### src/rtl/pingpong_pkg.sv
// pingpong_pkg: mode encoding shared by pingpong_ring_counter and its users
package pingpong_pkg;
  typedef enum logic [1:0] {
    MODE_BOUNCE = 2'b00,
    MODE_ROT_UP = 2'b01,
    MODE_ROT_DN = 2'b10,
    MODE_HOLD   = 2'b11
  } mode_t;
endpackage

### src/rtl/pingpong_ring_counter.sv
// pingpong_ring_counter: one-hot ring/bounce counter with end-of-travel dwell and turn pulse
//   clk, reset (sync, active-high), en (step enable), mode (bounce/rot-up/rot-down/hold),
//   load/load_pos (clamped position load, beats en), count (one-hot), pos (binary index),
//   dir (0 toward MSB), at_end (pos at either end), turn (pulse after reversal or wrap)
module pingpong_ring_counter
  import pingpong_pkg::*;
#(
  parameter int WIDTH = 8,
  parameter int DWELL = 0
) (
  input  logic                     clk,
  input  logic                     reset,
  input  logic                     en,
  input  logic [1:0]               mode,
  input  logic                     load,
  input  logic [$clog2(WIDTH)-1:0] load_pos,
  output logic [WIDTH-1:0]         count,
  output logic [$clog2(WIDTH)-1:0] pos,
  output logic                     dir,
  output logic                     at_end,
  output logic                     turn
);
  localparam int PW = $clog2(WIDTH);
  localparam logic [PW-1:0] LAST = PW'(WIDTH - 1);
  logic [PW-1:0] pos_q, pos_d;
  logic          dir_q, dir_d;
  logic [7:0]    dwell_q, dwell_d;
  logic          turn_q, turn_d;
  mode_t         mode_q, mode_d;
  logic [7:0]    dw;
  logic          rev;
  always_ff @(posedge clk) begin
    if (reset) begin
      pos_q   <= '0;
      dir_q   <= 1'b0;
      dwell_q <= '0;
      turn_q  <= 1'b0;
      mode_q  <= mode_d;
    end else begin
      pos_q   <= pos_d;
      dir_q   <= dir_d;
      dwell_q <= dwell_d;
      turn_q  <= turn_d;
      mode_q  <= mode_d;
    end
  end
  // a mode change restarts any dwell in progress
  always_comb begin
    mode_d  = mode_t'(mode);
    dw      = (mode_d != mode_q) ? '0 : dwell_q;
    rev     = dir_q ? (pos_q == '0) : (pos_q == LAST);
    pos_d   = pos_q;
    dir_d   = dir_q;
    dwell_d = dw;
    turn_d  = 1'b0;
    if (load) begin
      pos_d   = (int'(load_pos) > WIDTH - 1) ? LAST : load_pos;
      dwell_d = '0;
    end else if (en) begin
      case (mode_d)
        MODE_ROT_UP: begin
          dir_d   = 1'b0;
          pos_d   = (pos_q == LAST) ? '0 : pos_q + 1'b1;
          turn_d  = (pos_q == LAST);
          dwell_d = '0;
        end
        MODE_ROT_DN: begin
          dir_d   = 1'b1;
          pos_d   = (pos_q == '0) ? LAST : pos_q - 1'b1;
          turn_d  = (pos_q == '0);
          dwell_d = '0;
        end
        MODE_HOLD: dwell_d = '0;
        default: begin
          if (!rev) begin
            pos_d   = dir_q ? pos_q - 1'b1 : pos_q + 1'b1;
            dwell_d = '0;
          end else if (int'(dw) >= DWELL) begin
            dir_d   = ~dir_q;
            pos_d   = dir_q ? pos_q + 1'b1 : pos_q - 1'b1;
            turn_d  = 1'b1;
            dwell_d = '0;
          end else begin
            dwell_d = dw + 8'd1;
          end
        end
      endcase
    end
  end
  always_comb begin
    count        = '0;
    count[pos_q] = 1'b1;
    at_end       = (pos_q == '0) || (pos_q == LAST);
  end
  assign pos  = pos_q;
  assign dir  = dir_q;
  assign turn = turn_q;
endmodule
### config.mk
export PLATFORM = sky130hd
export DESIGN_NAME = pingpong_ring_counter
export DESIGN_NICKNAME = d
export VERILOG_FILES = /design/src/rtl/pingpong_pkg.sv /design/src/rtl/pingpong_ring_counter.sv
export SDC_FILE = /design/constraint.sdc
export NUM_CORES = 1
export LEC_CHECK = 0
export CORE_MARGIN = 8
export CORE_UTILIZATION = 40
export CTS_CLUSTER_SIZE = 14
export DETAILED_ROUTE_END_ITERATION = 10
export GPL_ROUTABILITY_DRIVEN = 0
export PLACE_DENSITY = 0.72
export SYNTH_ARGS = -nofsm -noshare
export SYNTH_HDL_FRONTEND = slang
export SYNTH_SLANG_ARGS = --single-unit
### constraint.sdc
create_clock -name clk -period 2.41 [get_ports clk]
set_input_delay 0.723 -clock clk [delete_from_list [all_inputs] [get_ports clk]]
set_output_delay 0.723 -clock clk [all_outputs]
set_load 0.02 [all_outputs]
==> results.cfg <==
[power_and_ir_drop]
finalPower_mw = 0.364
power_leakage_nw = 0.440
power_density_nw_per_um2 = 380
vdd_drop_max_mv = 0.339

[worst_setup_path]
cp-end-kind = output port
path_max_fanout = 7
start_kind = flip-flop
critPathKind = reg2out
crit_arrival_ns = 1.54
critPathRequiredTime_ns = 1.69

[global_routing]
grt_remaining_overflow = 0
grt_max_degree = 13
first_global_vias = 702
grt_use_total = 0.110
antenna_found_initial = 0
grt_pass1_wl_um = 2960

[route]
vias_per_cell = 5.53
drtPass1Iterations = 4
routed_wl_um = 1750
drc = 0
drtIter0Drc = 32
vias = 736
wl_per_cell_um = 13.1
drtAntennaViolNets = 0

[yosys]
ys_types = 33
synth_area_leaders = ha_1, dfxtp_1, a21oi_1, mux2i_1, nor3_1
yosys.area.top_type = ha_1
synth_top_area_frac = 0.180
synth_area_per_cell_um2 = 7.46
netlist_area_um2 = 627
yosysWarnings = 0
synth_seq_cells = 5
synth-edff-count = 0
ys.flop_type = dfxtp_1
syn_inst = 84
synth_nets = 102
ys_seq_area_frac = 0.160
synthArstFlopShare = 0

[sta]
finalCritPeriodShare = 0.940
finalHoldViolations = 0
tns_ns = 0
max_freq_mhz = 442
worst_pin_slew_ns = 0.365
slew_headroom = 0.750
layout_setup_ws_ns = 0.146
clock_skew_ns = 0.00122
report.final.slew_viol_count = 0
rsz0062_at_grt = false
setup_viol = 0
period_minus_slack_ns = 2.26

[clocking]
clockBufferDepth = 2
clockRootBuffer = clkbuf_4
tritoncts = yes
htreeDepth = 1
clkLatencyLatePin_ns = 0.24
cts_sinks = 5
clkTransAtPathRegs_ns = 0.04
hold_buffers = 0
cts_buffers = 3

[floorplanning]
die_h_um = 55.6
io_pins = 23
coreArea_um2 = 1490
fp-row-count = 14
initial_utilization = 0.421
die_w_um = 55.6
die-area_um2 = 3090

[placement]
hpwl_um = 1420
io_buffer_count = 22
pre_cts_slack_ns = 0.0290
postPlaceCellArea_um2 = 926

[finish]
antenna_cells = 0
nets = 136
area_growth_pct = 52.7
layout_common_cells = clkdlybuf4s50_1, buf_4, ha_1, nor2_1, nand2_1
layout_commonest_cell = clkdlybuf4s50_1
n_fill_cell = 131
drive_gt1_frac = 0.137
finalInstanceArea_um2 = 957

[run]
max_cap_violations = 0

[worst_hold_path]
hold_path.class = reg2reg

[status]
status = finished, final reports clean
==> layer usage <==
layer | wire length (um) | share of wire | track usage
met5 | 0 | 0 | 0
met2 | 801 | 0.46 | 0.181
met4 | 6 | 0.0034 | 0.0106
met3 | 172 | 0.098 | 0.0594
met1 | 767 | 0.44 | 0.126
==> worst paths after layout <==
check | startpoint | end | slack [ns] | cells past startpoint
worst min-delay path | dir | dir | 0.67 | 2
worst max register to register | pos[1] | pos[2] | 0.65 | 6
worst min register to register | dir | dir | 0.67 | 2
worst max-delay path | pos[1] | count[2] | 0.15 | 3
==> cells in the mapped netlist (2+ instances only) <==
| master | number |
|---|---|
| a211oi_1 | 3 |
| a21oi_1 | 6 |
| and3_1 | 2 |
| clkbuf_1 | 2 |
| dfxtp_1 | 5 |
| ha_1 | 9 |
| inv_1 | 6 |
| mux2i_1 | 3 |
| nand2_1 | 7 |
| nand2b_1 | 3 |
| nor2_1 | 8 |
| nor2b_1 | 3 |
| nor3_1 | 6 |
| o22ai_1 | 2 |
==> cells by family after synthesis <==
| logic type | share of synthesized area |
|---|---|
| compound gates | 0.248 |
| fa+ha+maj | 0.180 |
| buf+inv | 0.0738 |
| flops | 0.160 |
| mux | 0.0479 |
| simple gates | 0.291 |
==> sequential cells by signal, summed over array words and instances, names as in the netlist <==
signal / flops
pos: 3
turn: 1
dir: 1
==> cell type report <==
type / instances / area (um2) / share of cell area
Multi-Input combinational cell: 69 / 480 / 0.502
Timing Repair Buffer: 33 / 307 / 0.320
Sequential cell: 5 / 101 / 0.106
Clock buffer: 4 / 26.3 / 0.0275
Inverter: 6 / 22.5 / 0.0235
Tap cell: 16 / 20.0 / 0.0209
==> per-stage QoR <==
step,hold WS (ns),util,std cells
floorplan,0.643,-,84
global placement,0.640,0.622,129
detailed placement,0.643,0.622,129
CTS,0.649,0.639,133
global route,0.689,0.643,133
finish,0.666,0.643,133
==> critical path, cell delays in order, from the launching register on <==
cell and delay, ns:
dfxtp_1 0.34, inv_1 0.12, nor3_1 0.20, clkdlybuf4s50_1 0.63
==> what timing repair did <==
action	4_1_cts	5_1_grt
setup buffers	0	0
endpoints found under the hold margin	0	0
pin swaps	0	0
endpoints found under the setup margin	1	5
resized for setup	1	3
==> report_power, final <==
group	switching, mW	total (mW)	leakage (nW)	internal, mW
Combinational	0.0868	0.173	0.384	0.0862
Clock	0.0325	0.0950	0.0150	0.0625
Sequential	0.00780	0.0960	0.0413	0.0883
No activity file was read; power rests on OpenSTA's default activity.
